--- src/rtl/seq_arith_serial_incr_sched.sv ---
// Round-robin scheduler sharing one bit-serial incrementer between two requesters.
// Optional overflow output is enabled with `define SERIAL_INCR_OVFL_EN.
module seq_arith_serial_incr_sched #(
  parameter int unsigned W = 4
) (
  input  logic         clk,
  input  logic         reset,
  input  logic         req0_val,
  output logic         req0_rdy,
  input  logic [W-1:0] req0_msg,
  input  logic         req1_val,
  output logic         req1_rdy,
  input  logic [W-1:0] req1_msg,
  output logic         resp_val,
  input  logic         resp_rdy,
  output logic [W-1:0] resp_msg,
  output logic         resp_id,
  output logic         busy
`ifdef SERIAL_INCR_OVFL_EN
  ,
  output logic         resp_ovfl
`endif
);

  localparam int unsigned CW = $clog2(W);

  typedef enum logic [1:0] {StIdle, StCalc, StDone} state_e;

  state_e         r_state;
  logic           r_ptr;
  logic [CW-1:0]  r_cnt;
  logic [W-1:0]   r_shreg;
  logic [W-1:0]   r_result;
  logic           r_carry;
  logic           r_id;
`ifdef SERIAL_INCR_OVFL_EN
  logic           r_ovfl;
`endif

  logic w_idle;
  logic w_grant0;
  logic w_grant1;
  logic w_sum;
  logic w_carry_next;

  // Pointer side wins on contention; rdy is only ever raised for the granted side.
  assign w_idle   = (r_state == StIdle);
  assign w_grant0 = w_idle && req0_val && (!r_ptr || !req1_val);
  assign w_grant1 = w_idle && req1_val && (r_ptr || !req0_val);

  assign w_sum        = r_shreg[0] ^ r_carry;
  assign w_carry_next = r_shreg[0] & r_carry;

  always_ff @(posedge clk) begin
    if (reset) begin
      r_state  <= StIdle;
      r_ptr    <= 1'b0;
      r_cnt    <= '0;
      r_shreg  <= '0;
      r_result <= '0;
      r_carry  <= 1'b0;
      r_id     <= 1'b0;
`ifdef SERIAL_INCR_OVFL_EN
      r_ovfl   <= 1'b0;
`endif
    end else begin
      unique case (r_state)
        StIdle: begin
          if (w_grant0 || w_grant1) begin
            r_shreg <= w_grant0 ? req0_msg : req1_msg;
            r_id    <= w_grant1;
            r_carry <= 1'b1;
            r_cnt   <= '0;
            r_ptr   <= w_grant0;
            r_state <= StCalc;
          end
        end
        StCalc: begin
          // Sum bits enter at the MSB so the LSB-first stream lands in order after W shifts.
          r_shreg  <= r_shreg >> 1;
          r_result <= {w_sum, r_result[W-1:1]};
          r_carry  <= w_carry_next;
          if (r_cnt == CW'(W - 1)) begin
            r_cnt   <= '0;
            r_state <= StDone;
`ifdef SERIAL_INCR_OVFL_EN
            r_ovfl  <= w_carry_next;
`endif
          end else begin
            r_cnt <= r_cnt + 1'b1;
          end
        end
        StDone: begin
          if (resp_rdy) r_state <= StIdle;
        end
        default: r_state <= StIdle;
      endcase
    end
  end

  assign req0_rdy = w_grant0;
  assign req1_rdy = w_grant1;
  assign resp_val = (r_state == StDone);
  assign busy     = (r_state != StIdle);
  assign resp_msg = r_result;
  assign resp_id  = r_id;
`ifdef SERIAL_INCR_OVFL_EN
  assign resp_ovfl = r_ovfl;
`endif

endmodule

--- config.mk ---
export PLATFORM = sky130hd
export DESIGN_NAME = seq_arith_serial_incr_sched
export DESIGN_NICKNAME = d
export VERILOG_FILES = /design/src/rtl/seq_arith_serial_incr_sched.sv
export SDC_FILE = /design/constraint.sdc
export NUM_CORES = 1
export LEC_CHECK = 0
export ABC_AREA = 1
export CORE_MARGIN = 3
export CORE_UTILIZATION = 43
export CTS_BUF_LIST = sky130_fd_sc_hd__clkbuf_8
export CTS_CLUSTER_DIAMETER = 50
export CTS_CLUSTER_SIZE = 28
export DETAILED_ROUTE_END_ITERATION = 8
export PLACE_DENSITY = 0.76
export SYNTH_ARGS = -nofsm -noshare
export SYNTH_HDL_FRONTEND = slang
export SYNTH_SLANG_ARGS = --single-unit
--- constraint.sdc ---
create_clock -name clk -period 1.2 [get_ports clk]
set_clock_uncertainty 0.1 [all_clocks]
set_input_delay 0.3 -clock clk [delete_from_list [all_inputs] [get_ports clk]]
set_output_delay 0.3 -clock clk [all_outputs]
set_load 0.01 [all_outputs]
# Word-level counts from Yosys, hierarchy flattened

Index checks and enable logic that the tools add are counted.

Add/subtract/negate cells: 1
Equality and inequality tests: 6
Mux-type cells: 12
Bitwise gates (word level): 2
Reductions and logical operators: 16

Operators by type and width:

| operator                                                                | count |
|---|---|
| 2-bit two-way mux                                                       | 5 |
| 4-bit two-way mux                                                       | 2 |
| 4-bit case mux with 2 select lines                                      | 1 |
| 2-bit case mux with 3 select lines                                      | 1 |
| 2-bit equality test, second input constant                              | 2 |
| 1-bit logical AND                                                       | 4 |
| 2-bit by 1-bit inequality test with 1-bit output, second input constant | 2 |
| 2-bit case mux with 2 select lines                                      | 1 |
| 2-bit AND reduction                                                     | 2 |
| 2-bit nonzero test                                                      | 2 |
| 1-bit logical NOT                                                       | 3 |
| 1-bit logical OR                                                        | 3 |
| 3-bit AND reduction                                                     | 1 |
| 2-bit by 1-bit adder with 2-bit output, second input constant           | 1 |
| 2-bit by 1-bit equality test with 1-bit output, second input constant   | 1 |
| 2-bit logical NOT                                                       | 1 |
| 2-bit inequality test, second input constant                            | 1 |
| 1-bit case mux with 2 select lines                                      | 1 |
| 1-bit AND                                                               | 1 |
| 1-bit two-way mux                                                       | 1 |
| 1-bit XOR                                                               | 1 |

Bits in registers: 15
Input bits: 13
Word-level logic and storage cells: 44

# Logic depth before layout (Yosys ltp)

Gate-level depths: netlist of run 1.

Depth in word-level cells: 6
Depth in mapped cells: 6
Depth with buffers taken out: 6

# Least setup slack after synthesis of run 1

OpenSTA, ideal clock, no wires.

Kind: register -> output
Start: reg r_state[0]
End: out req1_rdy
Arrival: 0.833 ns
Required time: 0.800 ns
Path slack: -0.033 ns
Stages on the path, launching flop included: 4
Buffers on the path: 0
Cell sequence: dfxtp_1 > nor2_4 > o211ai_1 > inv_1

Cells in the longest elaborated chain, start to end: 3

Ends and longest elaborated chain:

| item                            | RTL line | source |
|---|---|---|
| start, declared                 | 29       | `state_e r_state;` |
| start signal, assigned          | 56       | `r_state <= StIdle;` |
| start signal, assigned          | 75       | `r_state <= StCalc;` |
| start signal, assigned          | 85       | `r_state <= StDone;` |
| 2-bit logical NOT               | 47       | `assign w_idle = (r_state == StIdle);` |
| 1-bit logical AND (2 in series) | 49       | `assign w_grant1 = w_idle && req1_val && (r_ptr \|\| !req0_val);` |
| end, declared                   | 12       | `output logic req1_rdy,` |

Every way passes these cells.

# Final worst setup path of run 1

Start: reg r_state[0]
End: out req0_rdy

Cells in the longest elaborated chain, start to end: 3

Ends and longest elaborated chain:

| item                            | RTL line | source |
|---|---|---|
| 2-bit logical NOT               | 47       |  |
| 1-bit logical AND (2 in series) | 48       | `assign w_grant0 = w_idle && req0_val && (!r_ptr \|\| !req1_val);` |
| end, declared                   | 9        | `output logic req0_rdy,` |

Every way passes these cells.

==> results.cfg, run 1 <==
[status]
status = complete, but fails checks
violations = negative setup slack

[global_route]
grt_pass1_wl_mm = 3.643
grt_max_degree = 15
antenna_found_initial = 0
grt_pass1_vias = 808
grt-ovfl-total = 0
grtUsageTotal = 0.2059

[synth]
synth_area_um2 = 784.5
ys_ff_latch = 15
synth_area_leaders = dfxtp_1 (38%), inv_1 (11%), nand2_1 (11%)
synth_common_cells = inv_1 (24), nand2_1 (22), nor2_1 (16)
yosysWarnings = 0
synthFlopType = dfxtp_1
async_reset_ff_frac = 0
synth_seq_area_share = 0.3828
synth_enable_flop_cells = 0
yosysTopAreaCellShare = 0.3828
syn_inst = 111
post-synth-top-area-cell = dfxtp_1
syn_area_per_cell_um2 = 7.068
ys_types = 17
syn_nets = 126
post-synth-top-count-cell = inv_1

[pwr]
pwr_density_cell_nw_per_um2 = 1105
power.total_w = 0.001380
peakVddDrop_mv = 0.8665
p_leak_nw = 0.6167

[worst_setup_path]
crit_chain = nor2_4 > buf_6 > nand3_4 > inv_2 > buf_6
start_kind = flop
rrSetupSlack_ns = -0.05
cpMostUsedCell = buf_6
r2r_start = r_state[0]
critPathKind = reg2out
worstPathMaxFanout = 3
worstPathRequired_ns = 0.80
arrival_ns = 1.03
cp-end-kind = output pin
r2r_end = r_shreg[0]
worst-path-stages = 5
path_buf_inv = 3
path_delay_family = flip-flops
r2r_cells = 6
cpPeakStageDelay_ns = 0.34
critPathSlowestCell = dfxtp_2

[sta]
slew_violations = 0
fmax_mhz = 700.8
relSlewSlack = 0.8587
rsz0062_at_grt = yes
worst_pin_slew_ns = 0.2110
setup_slack_ns = -0.2270
setup_viol = 8
period_share = 1.189
finalHoldViolCount = 0
final.min_clock_period_ns = 1.427

[routing]
post-route-drc-count = 0
drt_wl_total_mm = 2.230
post_drt_wl_per_cell_um = 12.60
ant_nets = 0
via_per_inst = 4.706
num_vias = 833
drt_pass1_iterations = 4
drt_iter0_markers = 9

[place]
hpwl_mm = 1.454
routabilityCongestion = 0.7522
numPortBuffers = 21
place_area_um2 = 1135
pre_cts_slack_ns = -0.7883
dp.cells = 171

[finish]
drive_gt1_frac = 0.3791
nets = 169
fin_util = 0.7748
layoutNonFillerInstCount = 177
num_antenna_cells = 0
final_area_um2 = 1249
area_growth_pct = 59.17

[cts]
cts_tree = done
clockRootBuffer = clkbuf_8
cts_max_path_buffers = 2
path_clk_slew_ns = 0.06
postCtsHoldBufs = 0
htree_levels = 1
cts_sinks = 15
numCtsBuffers = 3
insertion_delay_ns = 0.25

[floorplan]
die_y_um = 48.72
die_w_um = 48.72
ios = 22
core_region_area_um2 = 1612
start_util = 0.4868
core.rowCount = 14
die-area_um2 = 2373

[job]
cap_violations = 0

[hold_path]
hold_depth = 2
holdCritPathClass = reg2reg
holdPathEnd = resp_id
hold_start = resp_id
-- how the worst max path moves through the flow --
stage	start	end	slack, ns
2_1_floorplan	r_state[0]	req1_rdy	0.04
3_3_place_gp	req0_val	req0_rdy	-0.76
3_5_place_dp	req0_val	req0_rdy	-0.79
4_1_cts	r_state[0]	req0_rdy	-0.23
5_1_grt	r_state[0]	req1_rdy	-0.28
6_report	r_state[0]	req0_rdy	-0.23
-- kinds of logic after synthesis --
group,after synthesis,synth area share
and+or+nand+nor,51,0.3110
DFF,15,0.3828
adders and majority gates,2,0.03189
buffers and inverters,25,0.1292
AOI/OAI and AO/OA,18,0.1451
-- registers in the layout, summed over array words and instances (netlist names) --
name and flops:
r_shreg 4, resp_id 1, r_ptr 1, r_carry 1, r_cnt 2, r_state 2
resp_msg 4
-- area by class of cell --
class / count / area (um2)
sequential: 15 / 304.0
inverter: 24 / 92.59
fill: 115 / 362.8
clock buffer: 3 / 41.29
timing repair buffer: 39 / 319.1
tap: 24 / 30.03
multi-input combinational: 71 / 456.7
clock inverter: 1 / 5.005
-- metrics by stage --
step | TNS (ns) | hold slack, ns
finish | -0.8156 | 0.3678
global route | -1.331 | 0.3893
CTS | -1.197 | 0.3664
detailed placement | -6.174 | 0.3564
global placement | -5.728 | 0.3513
floorplan | 0 | 0.2551
-- where the power goes --
group / leakage [nW] / internal [W] / switching [W]
Combinational: 0.466 / 0.000191 / 0.000206
Clock: 0.0255 / 0.000230 / 0.000184
Sequential: 0.125 / 0.000544 / 0.0000246
-- layout by cell type, fill, tap and decap left out, types with 5 or more instances in the layout --
master	Yosys	layout
clkdlybuf4s50_1	0	10
inv_1	24	21
buf_4	0	16
nor2_1	16	15
buf_2	0	7
dfxtp_1	15	12
a21oi_1	8	5
nand2_1	22	16
nand2_2	0	5
a21oi_2	2	5
-- what timing repair did --
item | CTS | global route
setup endpoints to repair | 22 | 13
resized for setup | 62 | 7
setup buffers | 5 | 0
endpoints found under the hold margin | 0 | 0
gates cloned | 0 | 0
pin swaps | 7 | 5
-- worst reg2reg max path: cells and delay by family, from the launching register on --
kind / cells / cell delay, ns
DFF: 1 / 0.34
buffers and inverters: 2 / 0.25
and+or+nand+nor: 3 / 0.40
AOI/OAI and AO/OA: 1 / 0.06
-- routing by layer --
metal  track usage  share of wire
met1        0.2233           0.39
met2        0.3552           0.52
met3       0.03374          0.032
met4        0.1564          0.052
met5             0              0
Power figures use the tool's default switching activity.
==> run 2: changes to the inputs <==
- CORE_UTILIZATION: 43 -> 41
- CTS_BUF_LIST: sky130_fd_sc_hd__clkbuf_8 -> not set
- PLACE_DENSITY: 0.76 -> 0.73
==> run 2 against run 1 <==
Net effect:
- sequential power hardly changed
- via count increased by 12%
- critical endpoint is now req1_rdy
- the flow still finishes with violations (negative setup slack)
- sequential share of layout area shrank 2.4 points
- count of clock-buffer cells in the layout up 1
- non-clock buffer count is 8 higher
- highest routed layer unchanged
==> results.cfg, run 2 (synthesis gave the netlist of run 1 again) <==
[place]
numPortBuffers = 21
hpwl_mm = 1.328
routabilityCongestion = 0.7439
place_area_um2 = 1099

[worst_setup_path]
start_kind = flop
r2r_end = r_carry
rrSetupSlack_ns = -0.12
r2r_cells = 7
critPathKind = reg2out
arrival_ns = 1.16
worstPathMaxFanout = 3
worstPathRequired_ns = 0.80
r2r_start = r_state[1]
cp-end-kind = output pin

[job]
cap_violations = 0

[floorplan]
ios = 22
die_y_um = 49.74
start_util = 0.4447
core.rowCount = 15
die-area_um2 = 2474
core_region_area_um2 = 1764
die_w_um = 49.74

[pwr]
p_leak_nw = 0.6710
pwr_density_cell_nw_per_um2 = 967.8
seqPwrFrac = 0.419
p_clk_frac = 0.223
p_sw_frac = 0.3312
p_sw_w = 0.0004520
peakVddDrop_mv = 0.7779
power_frac_comb = 0.358
internal-power_w = 0.0009127

[global_route]
grt_max_degree = 9
grt_pass1_vias = 861
grt-ovfl-total = 0
grt_pass1_wl_mm = 3.995
grtUsageTotal = 0.2110
antenna_found_initial = 0

[sta]
setup_viol = 15
rsz0062_at_grt = yes
worst_pin_slew_ns = 0.2771
period_share = 1.299
hold_slack_ns = 0.3684
finalHoldViolCount = 0
fmax_mhz = 641.3
setup_slack_ns = -0.3593
relSlewSlack = 0.8145
slew_violations = 0
final.min_clock_period_ns = 1.559

[routing]
drt_iter0_markers = 24
highest_layer = met4
post-route-drc-count = 0
ant_nets = 0
post_drt_wl_per_cell_um = 14.87
drt_wl_total_mm = 2.796
via_per_inst = 4.984
met1Wirelength_mm = 1.127
met3WireLength_um = 113
drt_pass1_iterations = 4
num_vias = 937
route.met2.wl_mm = 1.453

[cts]
postCtsHoldBufs = 0
cts_tree = done
clockRootBuffer = clkbuf_4
path_clk_slew_ns = 0.09
cts_sinks = 15
htree_levels = 1
insertion_delay_ns = 0.29
numCtsBuffers = 3
cts_max_path_buffers = 2

[finish]
layout_commonest_cell = inv_1
nets = 179
final_area_um2 = 1410
layout_common_cells = inv_1 (19), buf_4 (15), nand2_1 (12)
area_growth_pct = 79.74
num_antenna_cells = 0
drive_gt1_frac = 0.5276

[hold_path]
hold_depth = 2
holdCritPathClass = reg2reg
hold_start = resp_id
holdPathEnd = resp_id

[status]
status = complete, but fails checks
violations = negative setup slack
==> run 2: how the worst max path moves through the flow <==
stage / start / end / slack, ns / depth (start not counted)
final: r_state[1] / req1_rdy / -0.36 / 5
after global routing: r_state[1] / req1_rdy / -0.47 / 5
after CTS: r_state[0] / req1_rdy / -0.35 / 5
after detailed placement: req0_val / req1_rdy / -0.78 / 5
after global placement: req0_val / req1_rdy / -0.77 / 5
after floorplan: r_state[0] / req1_rdy / 0.04 / 3
==> run 2: power by group through the flow <==
stage | clock network, W | logic (W) | registers (W)
4_1_cts | 0.000299 | 0.000419 | 0.000568
5_1_grt | 0.000327 | 0.000530 | 0.000577
2_1_floorplan | 0 | 0.000164 | 0.000588
6_report | 0.000304 | 0.000489 | 0.000572
3_3_place_gp | 0 | 0.000325 | 0.000575
3_5_place_dp | 0 | 0.000334 | 0.000576
==> run 2: area by class of cell <==
cell class / count / area [um2]
Multi-Input combinational cell: 73 / 523.0
Timing Repair Buffer: 47 / 424.2
Fill cell: 128 / 354.1
Sequential cell: 15 / 309.0
Inverter: 24 / 96.34
Tap cell: 25 / 31.28
Clock buffer: 4 / 26.28
==> run 2: per-layer routing <==
layer / global-route usage / up-vias
met3: 0.05740 / 12
met1: 0.2393 / 443
met5: 0 / -
met4: 0.05530 / 0
li1: - / 453
met2: 0.3833 / 29
==> run 2: metrics by stage <==
step                      total power (W)  cells    util  TNS, ns  worst slack (ns)
after floorplan                 0.0007514    111       -        0           0.04293
after global placement          0.0008997    167  0.6227   -5.575           -0.7658
after detailed placement        0.0009101    167  0.6227   -5.960           -0.7751
after CTS                        0.001286    183  0.7234   -2.169           -0.3496
after global routing             0.001434    188  0.7993   -3.047           -0.4657
final                            0.001365    188  0.7993   -2.126           -0.3593
==> run 2: what timing repair did <==
item | in CTS | in global routing
setup buffers | 11 | 9
resized for setup | 71 | 27
setup endpoints to repair | 20 | 16
pin swaps | 10 | 15
gates cloned | 2 | 0
==> run 2: worst max-delay path, cell delays in order (launching register included) <==
cell	delay, ns
dfxtp_2	0.34
nor2_4	0.14
buf_6	0.11
o211ai_1	0.09
inv_1	0.06
buf_2	0.12
